$ cat src/rtl/crop_window_if.sv
// crop_window_if: raster pixel input plus cropped, marked pixel output bundle.
interface crop_window_if;
    logic        i_dval;
    logic [9:0]  i_data;
    logic [15:0] i_xstart;
    logic        o_dval;
    logic [9:0]  o_data;
    logic [15:0] o_x;
    logic [15:0] o_y;
    logic        o_sof;
    logic        o_eol;
    logic [15:0] o_xorg;
    modport slave (
        input  i_dval, i_data, i_xstart,
        output o_dval, o_data, o_x, o_y, o_sof, o_eol, o_xorg
    );
    modport master (
        output i_dval, i_data, i_xstart,
        input  o_dval, o_data, o_x, o_y, o_sof, o_eol, o_xorg
    );
endinterface

$ cat src/rtl/crop_window.sv
// crop_window: fixed CROP_W x CROP_H sub-window of a raster stream, X origin reloaded per frame.
// Optional macro CROP_XCLAMP_EN clamps the loaded origin so every window row is complete.
module crop_window #(
    parameter int H_ACT      = 640,
    parameter int V_ACT      = 480,
    parameter int CROP_W     = 320,
    parameter int CROP_H     = 240,
    parameter int YSTART     = 120,
    parameter int XSTART_DEF = 160
) (
    input logic          i_clk,
    input logic          i_rst_n,
    crop_window_if.slave bus
);
    typedef enum logic [1:0] {S_VSKIP, S_CROP, S_VTAIL} state_t;
    localparam logic [15:0] LP_XLAST = 16'(H_ACT - 1);
    localparam logic [15:0] LP_YLAST = 16'(V_ACT - 1);
    localparam logic [15:0] LP_YPRE  = 16'(YSTART - 1);
    localparam logic [15:0] LP_YEND  = 16'(YSTART + CROP_H - 1);
    localparam logic [15:0] LP_YS    = 16'(YSTART);
    localparam logic [15:0] LP_XMAX  = 16'(H_ACT - CROP_W);
    localparam state_t      LP_WRAP  = (YSTART == 0) ? S_CROP : S_VSKIP;

    state_t      r_state;
    logic [15:0] r_x, r_y, r_xorg;
    logic        r_dval, r_sof, r_eol;
    logic [9:0]  r_data;
    logic [15:0] r_ox, r_oy;
    logic        w_line_end, w_frame_end, w_emit;
    logic [15:0] w_xload, w_ox;
    logic [16:0] w_xend;

    assign w_line_end  = bus.i_dval && r_x == LP_XLAST;
    assign w_frame_end = w_line_end && r_y == LP_YLAST;
    assign w_xend      = {1'b0, r_xorg} + 17'(CROP_W);
    assign w_ox        = r_x - r_xorg;
    assign w_emit      = bus.i_dval && r_state == S_CROP && r_x >= r_xorg && {1'b0, r_x} < w_xend;
`ifdef CROP_XCLAMP_EN
    assign w_xload = (bus.i_xstart > LP_XMAX) ? LP_XMAX : bus.i_xstart;
`else
    assign w_xload = bus.i_xstart;
`endif

    always_ff @(posedge i_clk) begin
        if (!i_rst_n) begin
            r_state <= LP_WRAP;
            r_x     <= '0;
            r_y     <= '0;
            r_xorg  <= 16'(XSTART_DEF);
            r_dval  <= 1'b0;
            r_data  <= '0;
            r_ox    <= '0;
            r_oy    <= '0;
            r_sof   <= 1'b0;
            r_eol   <= 1'b0;
        end else begin
            if (bus.i_dval) begin
                r_x <= w_line_end ? '0 : r_x + 16'd1;
                if (w_line_end)
                    r_y <= w_frame_end ? '0 : r_y + 16'd1;
            end
            if (w_frame_end)
                r_xorg <= w_xload;
            // Frame wrap takes priority so a window ending on the last line never strands the FSM.
            if (w_frame_end)
                r_state <= LP_WRAP;
            else if (w_line_end && r_state == S_VSKIP && r_y == LP_YPRE)
                r_state <= S_CROP;
            else if (w_line_end && r_state == S_CROP && r_y == LP_YEND)
                r_state <= S_VTAIL;
            r_dval <= w_emit;
            r_sof  <= w_emit && w_ox == '0 && r_y == LP_YS;
            r_eol  <= w_emit && w_ox == 16'(CROP_W - 1);
            if (w_emit) begin
                r_data <= bus.i_data;
                r_ox   <= w_ox;
                r_oy   <= r_y - LP_YS;
            end
        end
    end

    assign bus.o_dval = r_dval;
    assign bus.o_data = r_data;
    assign bus.o_x    = r_ox;
    assign bus.o_y    = r_oy;
    assign bus.o_sof  = r_sof;
    assign bus.o_eol  = r_eol;
    assign bus.o_xorg = r_xorg;
endmodule

$ cat src/flat_wrapper.sv
// flat-port wrapper written by rule: the top's interface ports become plain ports
module crop_window_flat 
#(
    parameter int H_ACT      = 640,
    parameter int V_ACT      = 480,
    parameter int CROP_W     = 320,
    parameter int CROP_H     = 240,
    parameter int YSTART     = 120,
    parameter int XSTART_DEF = 160
)
  (i_clk, i_rst_n, bus_i_dval, bus_i_data, bus_i_xstart, bus_o_dval, bus_o_data, bus_o_x, bus_o_y, bus_o_sof, bus_o_eol, bus_o_xorg);
  crop_window_if bus_i ();
  input logic i_clk;
  input logic i_rst_n;
  input wire logic [$bits(bus_i.i_dval)-1:0] bus_i_dval;
  input wire logic [$bits(bus_i.i_data)-1:0] bus_i_data;
  input wire logic [$bits(bus_i.i_xstart)-1:0] bus_i_xstart;
  output wire logic [$bits(bus_i.o_dval)-1:0] bus_o_dval;
  output wire logic [$bits(bus_i.o_data)-1:0] bus_o_data;
  output wire logic [$bits(bus_i.o_x)-1:0] bus_o_x;
  output wire logic [$bits(bus_i.o_y)-1:0] bus_o_y;
  output wire logic [$bits(bus_i.o_sof)-1:0] bus_o_sof;
  output wire logic [$bits(bus_i.o_eol)-1:0] bus_o_eol;
  output wire logic [$bits(bus_i.o_xorg)-1:0] bus_o_xorg;
  assign bus_i.i_dval = bus_i_dval;
  assign bus_i.i_data = bus_i_data;
  assign bus_i.i_xstart = bus_i_xstart;
  assign bus_o_dval = bus_i.o_dval;
  assign bus_o_data = bus_i.o_data;
  assign bus_o_x = bus_i.o_x;
  assign bus_o_y = bus_i.o_y;
  assign bus_o_sof = bus_i.o_sof;
  assign bus_o_eol = bus_i.o_eol;
  assign bus_o_xorg = bus_i.o_xorg;
  crop_window #(.H_ACT(H_ACT), .V_ACT(V_ACT), .CROP_W(CROP_W), .CROP_H(CROP_H), .YSTART(YSTART), .XSTART_DEF(XSTART_DEF)) u_core (.i_clk(i_clk), .i_rst_n(i_rst_n), .bus(bus_i));
endmodule
$ cat config.mk
export PLATFORM = sky130hd
export DESIGN_NAME = crop_window_flat
export DESIGN_NICKNAME = d
export VERILOG_FILES = /design/src/rtl/crop_window_if.sv /design/src/rtl/crop_window.sv /design/src/flat_wrapper.sv
export SDC_FILE = /design/constraint.sdc
export NUM_CORES = 1
export LEC_CHECK = 0
export BUFFER_PORTS_ARGS = -buffer_cell sky130_fd_sc_hd__buf_4
export CORE_MARGIN = 4
export CORE_UTILIZATION = 53
export CTS_BUF_LIST = sky130_fd_sc_hd__clkbuf_4 sky130_fd_sc_hd__clkbuf_8
export DETAILED_ROUTE_END_ITERATION = 6
export HOLD_SLACK_MARGIN = 0.06
export PLACE_DENSITY_LB_ADDON = 0.3
export SYNTH_ARGS = -nofsm -noshare
export SYNTH_HDL_FRONTEND = slang
export SYNTH_SLANG_ARGS = --single-unit
$ cat constraint.sdc
create_clock -name i_clk -period 2.6 [get_ports i_clk]
set_input_delay 0.26 -clock i_clk [delete_from_list [all_inputs] [get_ports i_clk]]
set_output_delay 0.26 -clock i_clk [all_outputs]
set_load 0.01 [all_outputs]
# [Word-level counts from Yosys, hierarchy flattened]
# Index checks and enable logic that the tools add are counted.
[totals] reg_bits=95 out_inout_bits=61 in_bits=29 elab_cells=48
[classes] n_eq_ne=7 bitwise=1 add_sub_neg=5 n_mux=4 order_cmp=2 reduce_logical=18
[op_table] operator="== test 16 x 9 -> 1 bit (second input constant)" n=3
[op_table] operator="adder 16 x 1 -> 16 bit (second input constant)" n=2
[op_table] operator="== test 16 x 7 -> 1 bit (second input constant)" n=2
[op_table] operator="2-to-1 mux 16 bit" n=2
[op_table] operator="adder 16 x 9 -> 17 bit (second input constant)" n=1
[op_table] operator="less-than comparator 16 x 17 -> 1 bit" n=1
[op_table] operator="== test 16 x 10 -> 1 bit (second input constant)" n=1
[op_table] operator="greater-or-equal comparator 16 bit" n=1
[op_table] operator="zero test 16 bit" n=1
[op_table] operator="subtractor 16 bit" n=1
[op_table] operator="subtractor 16 x 7 -> 16 bit (second input constant)" n=1
[op_table] operator="logical AND 1 bit" n=12
[op_table] operator="OR reduction 3 bit" n=1
[op_table] operator="== test 2 x 1 -> 1 bit (second input constant)" n=1
[op_table] operator="zero test 2 bit" n=1
[op_table] operator="2-to-1 mux 1 bit" n=2
[op_table] operator="AND reduction 2 bit" n=1
[op_table] operator="nonzero test 2 bit" n=1
[op_table] operator="OR reduction 2 bit" n=1
[op_table] operator="inverter 1 bit" n=1

# [Logic depth before layout (Yosys ltp)]
[depth] depth_word=6 depth_mapped=13 mapped_depth_nobuf=12

# [Worst setup path before layout]
# No wires, ideal clock.
[synth_path] path_type="flip-flop to flip-flop" startpoint="reg u_core.r_xorg[6], in the netlist u_core.bus.o_xorg[6]" endpoint="reg u_core.r_ox[5], in the netlist u_core.bus.o_x[5]" synth_period_minus_slack_ns=2.809 slack_ns=-0.209 path_buffers=1 setup_time_ns=0.132 path_stages_with_launch=13 required_ns=2.468 t_arrival_ns=2.676 path_cell_list="dfxtp_1 > a21oi_1 > nor3_1 > nand3_1 > xnor2_1 > ha_1 > nand4_1 > or3_1 > a22oi_1 > o2bb2ai_1 > clkbuf_1 > or3_1 > a21oi_1"
[synth_between] elab_chain_len=3 word_cells_on_any_way=5 cone_classes="add/sub: 1; order compare: 2; reduce/logical: 2"
[synth_rtl] element="start, declared" line_no="crop_window.sv:25" text="logic [15:0] r_x, r_y, r_xorg;"
[synth_rtl] element="start signal, assigned" line_no="crop_window.sv:49" text="r_xorg <= 16'(XSTART_DEF);"
[synth_rtl] element="start signal, assigned" line_no="crop_window.sv:63" text="r_xorg <= w_xload;"
[synth_rtl] element="adder 16 x 9 -> 17 bit / greater-or-equal comparator 16 bit (equally long branches)" line_no="crop_window.sv:35, crop_window.sv:37"
[synth_rtl] element="less-than comparator 16 x 17 -> 1 bit / logical AND 1 bit (equally long branches)" line_no="crop_window.sv:37" text="assign w_emit = bus.i_dval && r_state == S_CROP && r_x >= r_xorg && {1'b0, r_x} < w_xend;"
[synth_rtl] element="logical AND 1 bit *" line_no="crop_window.sv:37"
[synth_rtl] element="end signal, assigned" line_no="crop_window.sv:76" text="r_ox <= w_ox;"
[synth_rtl] element="end, declared" line_no="crop_window.sv:28" text="logic [15:0] r_ox, r_oy;"
# Every way passes the cells marked *; elsewhere a longest branch is shown, timed or not.
# A chain may end at the register's enable or synchronous reset.

# [Final worst setup path]
[layout_path] startpoint="reg u_core.r_xorg[6], in the netlist u_core.bus.o_xorg[6]" endpoint="reg u_core.r_oy[8], in the netlist u_core.bus.o_y[8]"
[layout_between] elab_chain_len=3 word_cells_on_any_way=5 cone_classes="add/sub: 1; order compare: 2; reduce/logical: 2"
[layout_rtl] element="adder 16 x 9 -> 17 bit / greater-or-equal comparator 16 bit (equally long branches)" line_no="crop_window.sv:35, crop_window.sv:37"
[layout_rtl] element="less-than comparator 16 x 17 -> 1 bit / logical AND 1 bit (equally long branches)" line_no="crop_window.sv:37"
[layout_rtl] element="logical AND 1 bit *" line_no="crop_window.sv:37"
[layout_rtl] element="end signal, assigned" line_no="crop_window.sv:77" text="r_oy <= r_y - LP_YS;"
[layout_rtl] element="end, declared" line_no="crop_window.sv:28"
# Marked as above.

==> out/metrics.cfg <==
[outcome]
outcome=finished with violations
violations=setup timing

[floorplanning]
die-area_um2=11900
start_util_pct=54.7
fp-row-count=36
die_x_um=109
coreArea_um2=9860
fp.dieH_um=109
ios=90

[worst_setup_path]
cp-start-kind=flop
arrival_ps=3170
cp_cell_sequence=ha_4 > o2111ai_4 > nor3_2 > xnor2_1 > ha_1 > nand4_1 > o211ai_1 > a21oi_2 > nand3b_1 > buf_4 > a2bb2oi_4 > buf_12 > clkbuf_16 > a21oi_2 > a211oi_1
crit_family=compound AO/OA/AOI/OAI gates
crit_type=flop to flop
worstRegToRegCells=15
slowest_delay_ps=380
end_kind=flop
cp.depth=15
regToRegEndpoint=u_core.bus.o_y[8]
path_buf_inv=3
path_common_cell=a21oi_2
critPathCapture=u_core.bus.o_y[8]
critPathLaunch=u_core.bus.o_xorg[6]
crit-reg2reg-launch=u_core.bus.o_xorg[6]
crit_path_max_fanout=6
reg2reg_setup_slack_ps=-290
cp_slowest_cell=dfxtp_2
worstPathRequired_ps=2880

[placement]
gp_congestion=0.884
dp_hpwl_um=12300
port_buffers=89

[sta]
finalSetupViolations=45
tightest_slew_ps=1020
fin_crit_sh_pct=111
final.setup.tns_ps=-8680
setup_ws_ps=-289
hold_viol=0
relSlewSlack_pct=31.7
drv_slew=0
skew_ps=17.7
fmax_ghz=0.346
timing.final.crit_period_ps=2890
rsz0062_at_grt=yes

[clock_tree]
cts_htree_levels=3
cts_sinks=95
hold_buffers=0
cts_made_buffers=9
cts_tree=done
cts_buffer_depth=2
clock-root-buffer=clkbuf_8
clock_latency_ps=380
clk_pin_slew_ps=90

[synthesis]
synthSimpleGateAreaFrac_pct=24.5
synthesis.nets=735
synth_top_family_by_area=simple AND/OR/NAND/NOR gates
netlist_area_um2=5400
synth_ff_type=dfxtp_1
syn_inst=674
synth_top_cell_by_area=dfxtp_1
synthXorXnorAreaFrac_pct=8.76
ys_types=63
ys_seq_area_share_pct=35.2
synthMuxAreaShare_pct=0.209
yosys_register_bits=95
synth_warnings=0
ys_top_cells_by_area=dfxtp_1, a21oi_1, ha_1
netlist.area_leader.share_pct=35.2
syn_area_per_cell_um2=8.01
synthAdderAreaFrac_pct=7.56
synth_edf_count=0
async_reset_ff_share_pct=0
synth_compound_area_share_pct=18.2

[layout]
area_delta_synth_final_pct=37.6
multi_input_area_um2=3480
drive_gt1_share_pct=33.3
n_fill_cell=705
num_antenna_cells=0
ff_latch_area_um2=1920
nets=901

[global_route]
grt_max_degree=43
antenna_found_initial=0
gr-total-overflow=0
grt_pass1_vias=5452
grtUsageTotal_pct=27.6
grt_pass1_wl_um=26100

[route]
routedWlPerCell_um=17.5
drtPass1Iterations=5
drc=0
vias=5752
drt_first_iter_violations=360
final_antenna_net_count=0
via_per_inst=5.89
wl_um=17000

[power_and_ir_drop]
p_leak_nw=3.09
irDropWorstVdd_mv=0.252
total_power_mw=2.42
powerDensity_nw_per_um2=326

[run]
cap_violations=0

[min_path]
worstHoldPathType=input pin to flop

worst min-delay path by stage:
stage	start	endpoint	cells past startpoint
2_1_floorplan	i_rst_n	u_core.bus.o_xorg[7]	1
3_3_place_gp	u_core.bus.o_y[7]	u_core.bus.o_y[7]	2
3_5_place_dp	u_core.bus.o_x[9]	u_core.bus.o_x[9]	2
4_1_cts	bus_i_xstart[5]	u_core.bus.o_xorg[5]	3
5_1_grt	bus_i_data[8]	u_core.bus.o_data[8]	3
6_report	bus_i_xstart[7]	u_core.bus.o_xorg[7]	3
registers in the layout, summed over array words and instances, names as in the netlist:
signal and flops:
u_core.bus.o_data 10, u_core.bus.o_dval 1, u_core.bus.o_eol 1, u_core.bus.o_sof 1, u_core.bus.o_x 16, u_core.bus.o_xorg 16
u_core.bus.o_y 16, u_core.r_state 2, u_core.r_x 16, u_core.r_y 16
cell families after synthesis:
family,count (synthesis)
buf+inv,69
simple gates,257
compound gates,166
xor+xnor,54
fa+ha+maj,32
flops,95
mux,1
synth_stat cells, drive strengths merged (2+ instances only):
| library cell | count |
|---|---|
| nor2 | 56 |
| inv | 30 |
| o211ai | 7 |
| buf | 13 |
| nor3 | 15 |
| xor2 | 27 |
| or3 | 5 |
| nand2 | 64 |
| and3 | 9 |
| nor4 | 9 |
| nand4 | 15 |
| a22oi | 2 |
| nor2b | 2 |
| and4 | 6 |
| and2 | 3 |
| o21ai | 37 |
| a21oi | 80 |
| nor3b | 2 |
| clkbuf | 26 |
| o2bb2ai | 2 |
| nand4b | 2 |
| a31oi | 2 |
| or4 | 2 |
| ha | 31 |
| xnor2 | 27 |
| nand2b | 7 |
| a21o | 5 |
| dfxtp | 95 |
| a311o | 2 |
| nand3b | 4 |
| a211oi | 17 |
| nand3 | 53 |
power by group:
group | total, mW | leakage, nW | switching (mW) | internal (mW)
Sequential | 1.45 | 0.768 | 0.00193 | 1.45
Combinational | 0.108 | 2.24 | 0.0573 | 0.0512
Clock | 0.861 | 0.0853 | 0.520 | 0.341
Total | 2.42 | 3.09 | 0.580 | 1.84
through the flow:
stage	util, %	worst slack, ps	cells	hold slack (ps)	instance area (µm²)
4_1_cts	73.8	-171	974	106	7280
3_5_place_dp	69.2	-449	952	471	6820
3_3_place_gp	69.2	-288	952	461	6820
2_1_floorplan	-	18.5	674	349	5440
6_report	75.3	-289	976	132	7430
5_1_grt	75.3	-414	976	138	7430
cells in the final DEF, fill, tap and decap left out, types with 24 or more instances in the layout:
cell,Yosys,layout
inv_1,29,29
dfxtp_1,95,90
nor2_1,56,55
nand3_1,52,49
a21oi_1,80,57
o21ai_0,36,24
xnor2_1,27,27
nand2_1,64,64
buf_4,4,184
ha_1,31,29
xor2_1,27,27
layout make-up:
type | instances | share of cell area (%)
Multi-Input combinational cell | 510 | 46.8
Sequential cell | 95 | 25.8
Tap cell | 133 | 2.24
Timing Repair Buffer | 194 | 21.5
Clock buffer | 9 | 1.67
Inverter | 30 | 1.52
Clock inverter | 5 | 0.489
worst reg2reg max path, cell delays in order (launching register included):
cell	delay (ps)
dfxtp_2	380
ha_4	170
o2111ai_4	150
nor3_2	170
xnor2_1	160
ha_1	270
nand4_1	120
o211ai_1	140
a21oi_2	170
nand3b_1	120
buf_4	160
a2bb2oi_4	200
buf_12	160
clkbuf_16	150
a21oi_2	60
a211oi_1	230
routing by layer:
metal	wire length, µm	up-vias	track usage, %
met2	8360	271	47.5
met5	0	-	0
met3	1120	46	3.61
met4	511	0	11.6
li1	-	2711	-
met1	7050	2724	34.7
repair_timing:
| action | CTS | global route |
|---|---|---|
| setup endpoints to repair | 45 | 52 |
| pin swaps | 36 | 23 |
| resized for setup | 39 | 35 |
| gates cloned | 2 | 2 |
| buffers inserted | 6 | 1 |
Note: power is estimated with default switching activity, not from simulation.
